## config.mk

```make
export PLATFORM = sky130hd
export DESIGN_NAME = corescore_receiver_uart
export DESIGN_NICKNAME = d
export VERILOG_FILES = /design/src/rtl/corescore_uart_pkg.sv /design/src/rtl/corescore_uart_rx_sync.sv /design/src/rtl/corescore_receiver_uart.sv
export SDC_FILE = /design/constraint.sdc
export NUM_CORES = 1
export LEC_CHECK = 0
export BUFFER_PORTS_ARGS = -buffer_cell sky130_fd_sc_hd__clkbuf_2
export CAP_MARGIN = 25
export CORE_MARGIN = 5
export CORE_UTILIZATION = 55
export CTS_CLUSTER_SIZE = 24
export DETAILED_ROUTE_END_ITERATION = 10
export GPL_TIMING_DRIVEN = 1
export PLACE_DENSITY = 0.74
export SLEW_MARGIN = 0
export SYNTH_ARGS = -nofsm -noshare
export SYNTH_HDL_FRONTEND = slang
export SYNTH_HIERARCHICAL = 1
export SYNTH_SLANG_ARGS = --single-unit
```

## constraint.sdc

```tcl
create_clock -name i_clk -period 2.2 [get_ports i_clk]
set_input_delay 0.33 -clock i_clk [delete_from_list [all_inputs] [get_ports i_clk]]
set_output_delay 0.33 -clock i_clk [all_outputs]
set_load 0.01 [all_outputs]
```

## src/rtl/corescore_uart_pkg.sv

```systemverilog
// Shared definitions for the corescore UART emitter and receiver:
// receiver FSM states, data width and the baud divider calculation.
package corescore_uart_pkg;

  localparam int DATA_W = 8;

  typedef enum logic [2:0] {
    ST_IDLE      = 3'd0,
    ST_START     = 3'd1,
    ST_DATA      = 3'd2,
    ST_PARITY    = 3'd3,
    ST_STOP      = 3'd4,
    ST_WAIT_HIGH = 3'd5
  } rx_state_e;

  // Clocks per bit period, truncating.
  function automatic int calc_bit_clks(input int clk_freq_hz, input int baud_rate);
    return clk_freq_hz / baud_rate;
  endfunction

endpackage

```

## src/rtl/corescore_uart_rx_sync.sv

```systemverilog
// Two-flop synchroniser for the asynchronous RX pin; both flops reset
// to the idle-high line level.
module corescore_uart_rx_sync (
  input  logic i_clk,
  input  logic i_rst,
  input  logic i_d,
  output logic o_q
);

  logic [1:0] sync_q;

  // Shift the raw pin through two flops.
  always_ff @(posedge i_clk or posedge i_rst) begin
    if (i_rst) begin
      sync_q <= 2'b11;
    end else begin
      sync_q <= {sync_q[0], i_d};
    end
  end

  assign o_q = sync_q[1];

endmodule

```

## src/rtl/corescore_receiver_uart.sv

```systemverilog
// UART 8N1 receiver with mid-bit sampling, framing check and a one-entry
// output holding register. Define CORESCORE_UART_RX_PARITY_EN for 8E1.
module corescore_receiver_uart
  import corescore_uart_pkg::*;
#(
  parameter int clk_freq_hz = 16_000_000,
  parameter int baud_rate   = 57600
) (
  input  logic              i_clk,
  input  logic              i_rst,
  input  logic              i_uart_rx,
  output logic [DATA_W-1:0] o_data,
  output logic              o_valid,
  input  logic              i_ready,
`ifdef CORESCORE_UART_RX_PARITY_EN
  output logic              o_parity_err,
`endif
  output logic              o_frame_err,
  output logic              o_overrun
);

  localparam int BIT_CLKS  = calc_bit_clks(clk_freq_hz, baud_rate);
  localparam int HALF_CLKS = BIT_CLKS / 2;
  localparam int CNT_W     = $clog2(BIT_CLKS);
  localparam logic [CNT_W-1:0] BIT_RELOAD  = CNT_W'(BIT_CLKS - 1);
  localparam logic [CNT_W-1:0] HALF_RELOAD = CNT_W'(HALF_CLKS - 1);
  localparam logic [CNT_W-1:0] CNT_ONE     = CNT_W'(1);

  if (BIT_CLKS < 4) begin : g_bit_clks_check
    $error("corescore_receiver_uart: clk_freq_hz / baud_rate must be >= 4");
  end

  logic rxs;

  corescore_uart_rx_sync u_sync (
    .i_clk (i_clk),
    .i_rst (i_rst),
    .i_d   (i_uart_rx),
    .o_q   (rxs)
  );

  rx_state_e         state_q;
  logic [CNT_W-1:0]  cnt_q;
  logic [2:0]        bit_idx_q;
  logic [DATA_W-1:0] shift_q;
  logic              frame_err_q;
  logic              stop_ok_s;
  logic              byte_done_s;

  assign stop_ok_s = (state_q == ST_STOP) && (cnt_q == '0) && rxs;

`ifdef CORESCORE_UART_RX_PARITY_EN
  logic parity_q;
  logic parity_err_q;
  logic parity_ok_s;
  assign parity_ok_s  = ((^shift_q) ^ parity_q) == 1'b0;
  assign byte_done_s  = stop_ok_s && parity_ok_s;
  assign o_parity_err = parity_err_q;
`else
  assign byte_done_s  = stop_ok_s;
`endif

  // Receive FSM: start validation, bit sampling and stop check.
  always_ff @(posedge i_clk or posedge i_rst) begin
    if (i_rst) begin
      state_q      <= ST_IDLE;
      cnt_q        <= '0;
      bit_idx_q    <= 3'd0;
      shift_q      <= '0;
      frame_err_q  <= 1'b0;
`ifdef CORESCORE_UART_RX_PARITY_EN
      parity_q     <= 1'b0;
      parity_err_q <= 1'b0;
`endif
    end else begin
      frame_err_q  <= 1'b0;
`ifdef CORESCORE_UART_RX_PARITY_EN
      parity_err_q <= 1'b0;
`endif
      case (state_q)
        ST_IDLE: begin
          if (!rxs) begin
            state_q <= ST_START;
            cnt_q   <= HALF_RELOAD;
          end
        end
        ST_START: begin
          if (cnt_q != '0) begin
            cnt_q <= cnt_q - CNT_ONE;
          end else if (!rxs) begin
            state_q   <= ST_DATA;
            cnt_q     <= BIT_RELOAD;
            bit_idx_q <= 3'd0;
          end else begin
            state_q <= ST_IDLE;
          end
        end
        ST_DATA: begin
          if (cnt_q != '0) begin
            cnt_q <= cnt_q - CNT_ONE;
          end else begin
            shift_q   <= {rxs, shift_q[DATA_W-1:1]};
            cnt_q     <= BIT_RELOAD;
            bit_idx_q <= bit_idx_q + 3'd1;
            if (bit_idx_q == 3'd7) begin
`ifdef CORESCORE_UART_RX_PARITY_EN
              state_q <= ST_PARITY;
`else
              state_q <= ST_STOP;
`endif
            end
          end
        end
`ifdef CORESCORE_UART_RX_PARITY_EN
        ST_PARITY: begin
          if (cnt_q != '0) begin
            cnt_q <= cnt_q - CNT_ONE;
          end else begin
            parity_q <= rxs;
            cnt_q    <= BIT_RELOAD;
            state_q  <= ST_STOP;
          end
        end
`endif
        ST_STOP: begin
          if (cnt_q != '0) begin
            cnt_q <= cnt_q - CNT_ONE;
          end else begin
`ifdef CORESCORE_UART_RX_PARITY_EN
            parity_err_q <= !parity_ok_s;
`endif
            if (rxs) begin
              state_q <= ST_IDLE;
            end else begin
              frame_err_q <= 1'b1;
              state_q     <= ST_WAIT_HIGH;
            end
          end
        end
        ST_WAIT_HIGH: begin
          if (rxs) begin
            state_q <= ST_IDLE;
          end
        end
        default: begin
          state_q <= ST_IDLE;
        end
      endcase
    end
  end

  logic [DATA_W-1:0] data_q, data_d;
  logic              valid_q, valid_d;
  logic              overrun_q, overrun_d;

  // Holding register: a completed byte loads if the slot is free or drains this cycle.
  always_comb begin
    data_d    = data_q;
    valid_d   = valid_q;
    overrun_d = 1'b0;
    if (byte_done_s) begin
      if (!valid_q || i_ready) begin
        data_d  = shift_q;
        valid_d = 1'b1;
      end else begin
        overrun_d = 1'b1;
      end
    end else if (valid_q && i_ready) begin
      valid_d = 1'b0;
    end else begin
      valid_d = valid_q;
    end
  end

  // Output stage registers.
  always_ff @(posedge i_clk or posedge i_rst) begin
    if (i_rst) begin
      data_q    <= '0;
      valid_q   <= 1'b0;
      overrun_q <= 1'b0;
    end else begin
      data_q    <= data_d;
      valid_q   <= valid_d;
      overrun_q <= overrun_d;
    end
  end

  assign o_data      = data_q;
  assign o_valid     = valid_q;
  assign o_overrun   = overrun_q;
  assign o_frame_err = frame_err_q;

endmodule
```

==> results by stage <==
Status:
- The flow ran to the end, and the final reports show no timing, DRC or antenna violations.

STA:
- The maximum clock frequency is 470.7 MHz.
- The final number of hold-violating endpoints came to 0.
- Setup repair after global routing could not meet its margin everywhere.
- The worst hold slack is between 0.06 and 0.07 ns.
- Setup violations remaining at the end of the flow were counted as 0.
- Counting I/O delays and the setup requirement, the final critical path takes approximately 2.1 ns.
- Dividing the final minimum period by the clock period gives 96.58%.
- At the pin with the least slew margin, the transition time is between 0.6 and 0.7 ns.
- The worst-case headroom to the max-slew limit is between 50% and 60%.
- The worst clock skew is 0.01085 ns.
- The count of final max-slew check failures came to 0.

Yosys:
- Of all flip-flops after synthesis, the portion carrying an async set or reset was 100.0%.
- The Yosys step of the flow raised 6 warnings.
- The dominant register cell in the synthesized netlist is sky130_fd_sc_hd__dfrtp_1.
- Synthesis produced 168 cells.
- In this run the mean area of a mapped cell was between 10 and 15 sq um.
- The flip-flop and latch count after synthesis is 36.
- The net count of the mapped netlist is about 180.
- Yosys mapped a number of flops with a built-in enable equal to 0.
- The register area share after synthesis is between 40% and 50%.
- The cell area after synthesis is between 1500 and 2000 sq um.
- The number of distinct library cell variants in the gate-level netlist after synthesis is 50.

Finish:
- After the flow finishes, the layout carries non-filler instances totaling 240.
- In the layout the commonest cells are 34 x sky130_fd_sc_hd__dfrtp_1, 17 x sky130_fd_sc_hd__mux2_2, 14 x sky130_fd_sc_hd__clkbuf_2, 11 x sky130_fd_sc_hd__inv_1, 10 x sky130_fd_sc_hd__buf_4.
- In the final design database the tool counted ~200 nets.
- The library cell used most frequently in the layout, excluding fill and tap cells, is sky130_fd_sc_hd__dfrtp_1.
- Relative to the synthesized area, the layout overhead comes to 13.75%.
- The number of antenna diodes in the final layout is 0.
- The share of post-route cells with drive strength above 1 is between 30% and 40%.
- The finished layout cell area is approximately 2100 sq um.
- The post-layout utilization of the core is between 60% and 70%.

Placed design:
- The post-placement cell area is around 2000 sq um.
- Input and output buffers added on the ports amount to 14.
- The instance count after placement with tap cells included is 229.
- The weighted congestion at the end of routability-driven global placement is between 0.8 and 0.9.
- The post-DP HPWL is about 2800 microns.

Routing:
- After detailed routing, the number of vias per cell comes to 6.113.
- The via count is around 1,500.
- The number of nets still failing antenna checks after routing is 0.
- The total wire length is 4025 microns.
- The routed length per placed instance is 16.77 microns.
- The first routing iteration left between 100 and 150 violations.
- The detailed-router iteration count before antenna repair is 4.
- The number of DRC violations after detailed routing is 0.

Worst hold path:
- In this run the worst hold path is classified as in -> reg.

GRT:
- The maximum number of pins on one net before global-route repair is 35.
- The via count of the first global-routing pass is ~1,400.
- Global routing finished with a remaining overflow of 0.
- The first global-routing pass estimated ~6800 microns of wire.
- The number of antenna violations at the first check in global routing is 0.
- The overall routing resource usage is between 10% and 20%.

Clock tree:
- The maximum count of clock buffers along a single path is 2.
- The root buffer cell chosen for the clock tree is sky130_fd_sc_hd__clkbuf_4.
- For this design, the sink count on the clock tree is 36.
- The clock-pin slew reported for the worst setup and hold paths after clock tree synthesis is 0.11 ns.
- The H-tree generated during clock tree synthesis spans 2 levels.
- The clock latency on the worst-skew pair is between 0.3 and 0.4 ns.
- TritonCTS built the clock tree.
- The number of clock buffers inserted by TritonCTS is 5.

Power:
- The worst IR drop on VDD is 372.4 uV.
- The overall power consumption is around 1.1 mW.
- The static leakage is roughly 0.97 nW.
- The total power per unit cell area is ~500 nW/um^2.

Worst setup path:
- The critical path is of the reg -> reg type.
- STA classifies the critical path startpoint as a register.
- The data arrival time of the worst path is between 2 and 2.5 ns.
- At the worst endpoint, the required time is approximately 2.5 ns.
- The worst setup path is captured at a register.
- Of all nets on the critical path, the largest fanout is 6.

Floorplan:
- The number of placement rows is 21.
- For this design the top-level I/O count stands at 15.
- The floorplan die width is approximately 70 microns.
- The core box area is ~3300 sq um.
- The die covers ~4700 sq um.
- Once the floorplan was initialized, standard cells occupied 56.43% of the core.
- The floorplan step set the die height to between 60 and 70 microns.

Flow run:
- Max-cap violations in this run came to 0.
[routing by layer]
| metal | routed length (microns) | GRT usage, % |
|---|---|---|
| met4 | 53 | 10.67 |
| met3 | 248 | 4.052 |
| met2 | 2012 | 29.92 |
| met5 | 0 | 0 |
| met1 | 1711 | 25.92 |
[registers in the layout, summed over array words and instances, names as in the netlist, 2 cells and up]
signal / cells
cnt_q: 9
shift_q: 8
state_q: 3
bit_idx_q: 3
u_sync/sync_q: 2
o_data: 8
[stage by stage]
stage | setup TNS [ns] | setup slack [ns]
floorplan | 0 | 0.2770
finish | 0 | 0.07530
global route | -0.02383 | -0.008352
global placement | 0 | 0.2273
detailed placement | 0 | 0.1145
CTS | 0 | 0.08314
[final cells by class]
class	instances	area [sq um]
inverters	11	41.29
multi-input cells	113	902.1
clock inverters	1	7.507
clock buffers	7	55.05
flip-flops and latches	36	903.4
repair buffers	26	175.2
well taps	46	57.56
fillers	265	1195
[power by group]
group	total (mW)	internal, mW	switching (mW)
Sequential	0.667	0.665	0.00261
Combinational	0.0260	0.00661	0.0194
Clock	0.376	0.156	0.219
Total	1.07	0.828	0.241
[path summary, 6_finish.rpt]
path	startpoint	end	slack [ns]	depth (start not counted)
setup / recovery	cnt_q[0]$_DFFE_PP0P_	cnt_q[0]$_DFFE_PP0P_	0.08	8
hold / removal	i_uart_rx	u_sync/sync_q[0]$_DFF_PP1_	0.06	1
setup reg to reg	cnt_q[0]$_DFFE_PP0P_	cnt_q[0]$_DFFE_PP0P_	0.08	8
hold reg to reg	u_sync/sync_q[0]$_DFF_PP1_	u_sync/sync_q[1]$_DFF_PP1_	0.36	0
max in group asynchronous	i_rst	o_data[2]$_DFFE_PP0P_	1.29	4
min in group asynchronous	i_rst	u_sync/sync_q[1]$_DFF_PP1_	0.53	3
[synthesized netlist by cell type (2+ instances only)]
cell type / count / area share, %
sky130_fd_sc_hd__or2_2: 2 / 0.66
sky130_fd_sc_hd__nand2b_1: 3 / 1.0
sky130_fd_sc_hd__inv_1: 11 / 2.2
sky130_fd_sc_hd__nor3_2: 2 / 1.1
sky130_fd_sc_hd__ha_1: 4 / 2.7
sky130_fd_sc_hd__mux2_2: 17 / 10
sky130_fd_sc_hd__a22oi_1: 3 / 1.2
sky130_fd_sc_hd__nand3_1: 3 / 0.80
sky130_fd_sc_hd__o211ai_1: 3 / 1.2
sky130_fd_sc_hd__nor4_1: 2 / 0.66
sky130_fd_sc_hd__a22o_2: 2 / 1.1
sky130_fd_sc_hd__a221oi_1: 3 / 1.4
sky130_fd_sc_hd__nand2_1: 7 / 1.4
sky130_fd_sc_hd__o31ai_1: 3 / 1.2
sky130_fd_sc_hd__dfstp_2: 2 / 2.8
sky130_fd_sc_hd__dfrtp_1: 34 / 45
sky130_fd_sc_hd__nor3_1: 6 / 1.6
sky130_fd_sc_hd__nor2_1: 9 / 1.8
sky130_fd_sc_hd__o22ai_1: 7 / 2.3
sky130_fd_sc_hd__nor3b_1: 2 / 0.80
sky130_fd_sc_hd__a21oi_1: 6 / 1.6
sky130_fd_sc_hd__buf_2: 2 / 0.53
sky130_fd_sc_hd__clkbuf_1: 2 / 0.40
sky130_fd_sc_hd__o21ai_0: 3 / 0.80
sky130_fd_sc_hd__or3b_2: 2 / 0.93
sky130_fd_sc_hd__o21ai_1: 2 / 0.53
sky130_fd_sc_hd__xnor2_1: 2 / 0.93
sky130_fd_sc_hd__buf_4: 2 / 0.80
[critical path: stages (launching register included)]
cell	delay, ns
sky130_fd_sc_hd__dfrtp_1	0.41
sky130_fd_sc_hd__inv_1	0.08
sky130_fd_sc_hd__ha_1	0.22
sky130_fd_sc_hd__nor4b_4	0.14
sky130_fd_sc_hd__buf_4	0.16
sky130_fd_sc_hd__buf_4	0.15
sky130_fd_sc_hd__a22o_2	0.31
sky130_fd_sc_hd__nand2_1	0.19
sky130_fd_sc_hd__mux2_2	0.37
[repair_timing]
item	in CTS	in global routing
buffers inserted	0	2
hold buffers	1	0
gates resized for setup	0	2
endpoints found under the hold margin	2	0
endpoints found under the setup margin	0	14
[kinds of logic (layout without fill, tap and decap cells)]
logic type | Yosys count | in the layout | share of synthesized area (%)
and+or+nand+nor | 48 | 48 | 17.34
AOI/OAI and AO/OA | 42 | 42 | 16.21
DFF | 36 | 36 | 47.97
buffers and inverters | 19 | 45 | 4.717
muxes | 17 | 17 | 10.17
adders and majority gates | 4 | 4 | 2.658
xor gates and xnor gates | 2 | 2 | 0.9304
(Power assumes the default switching activity.)
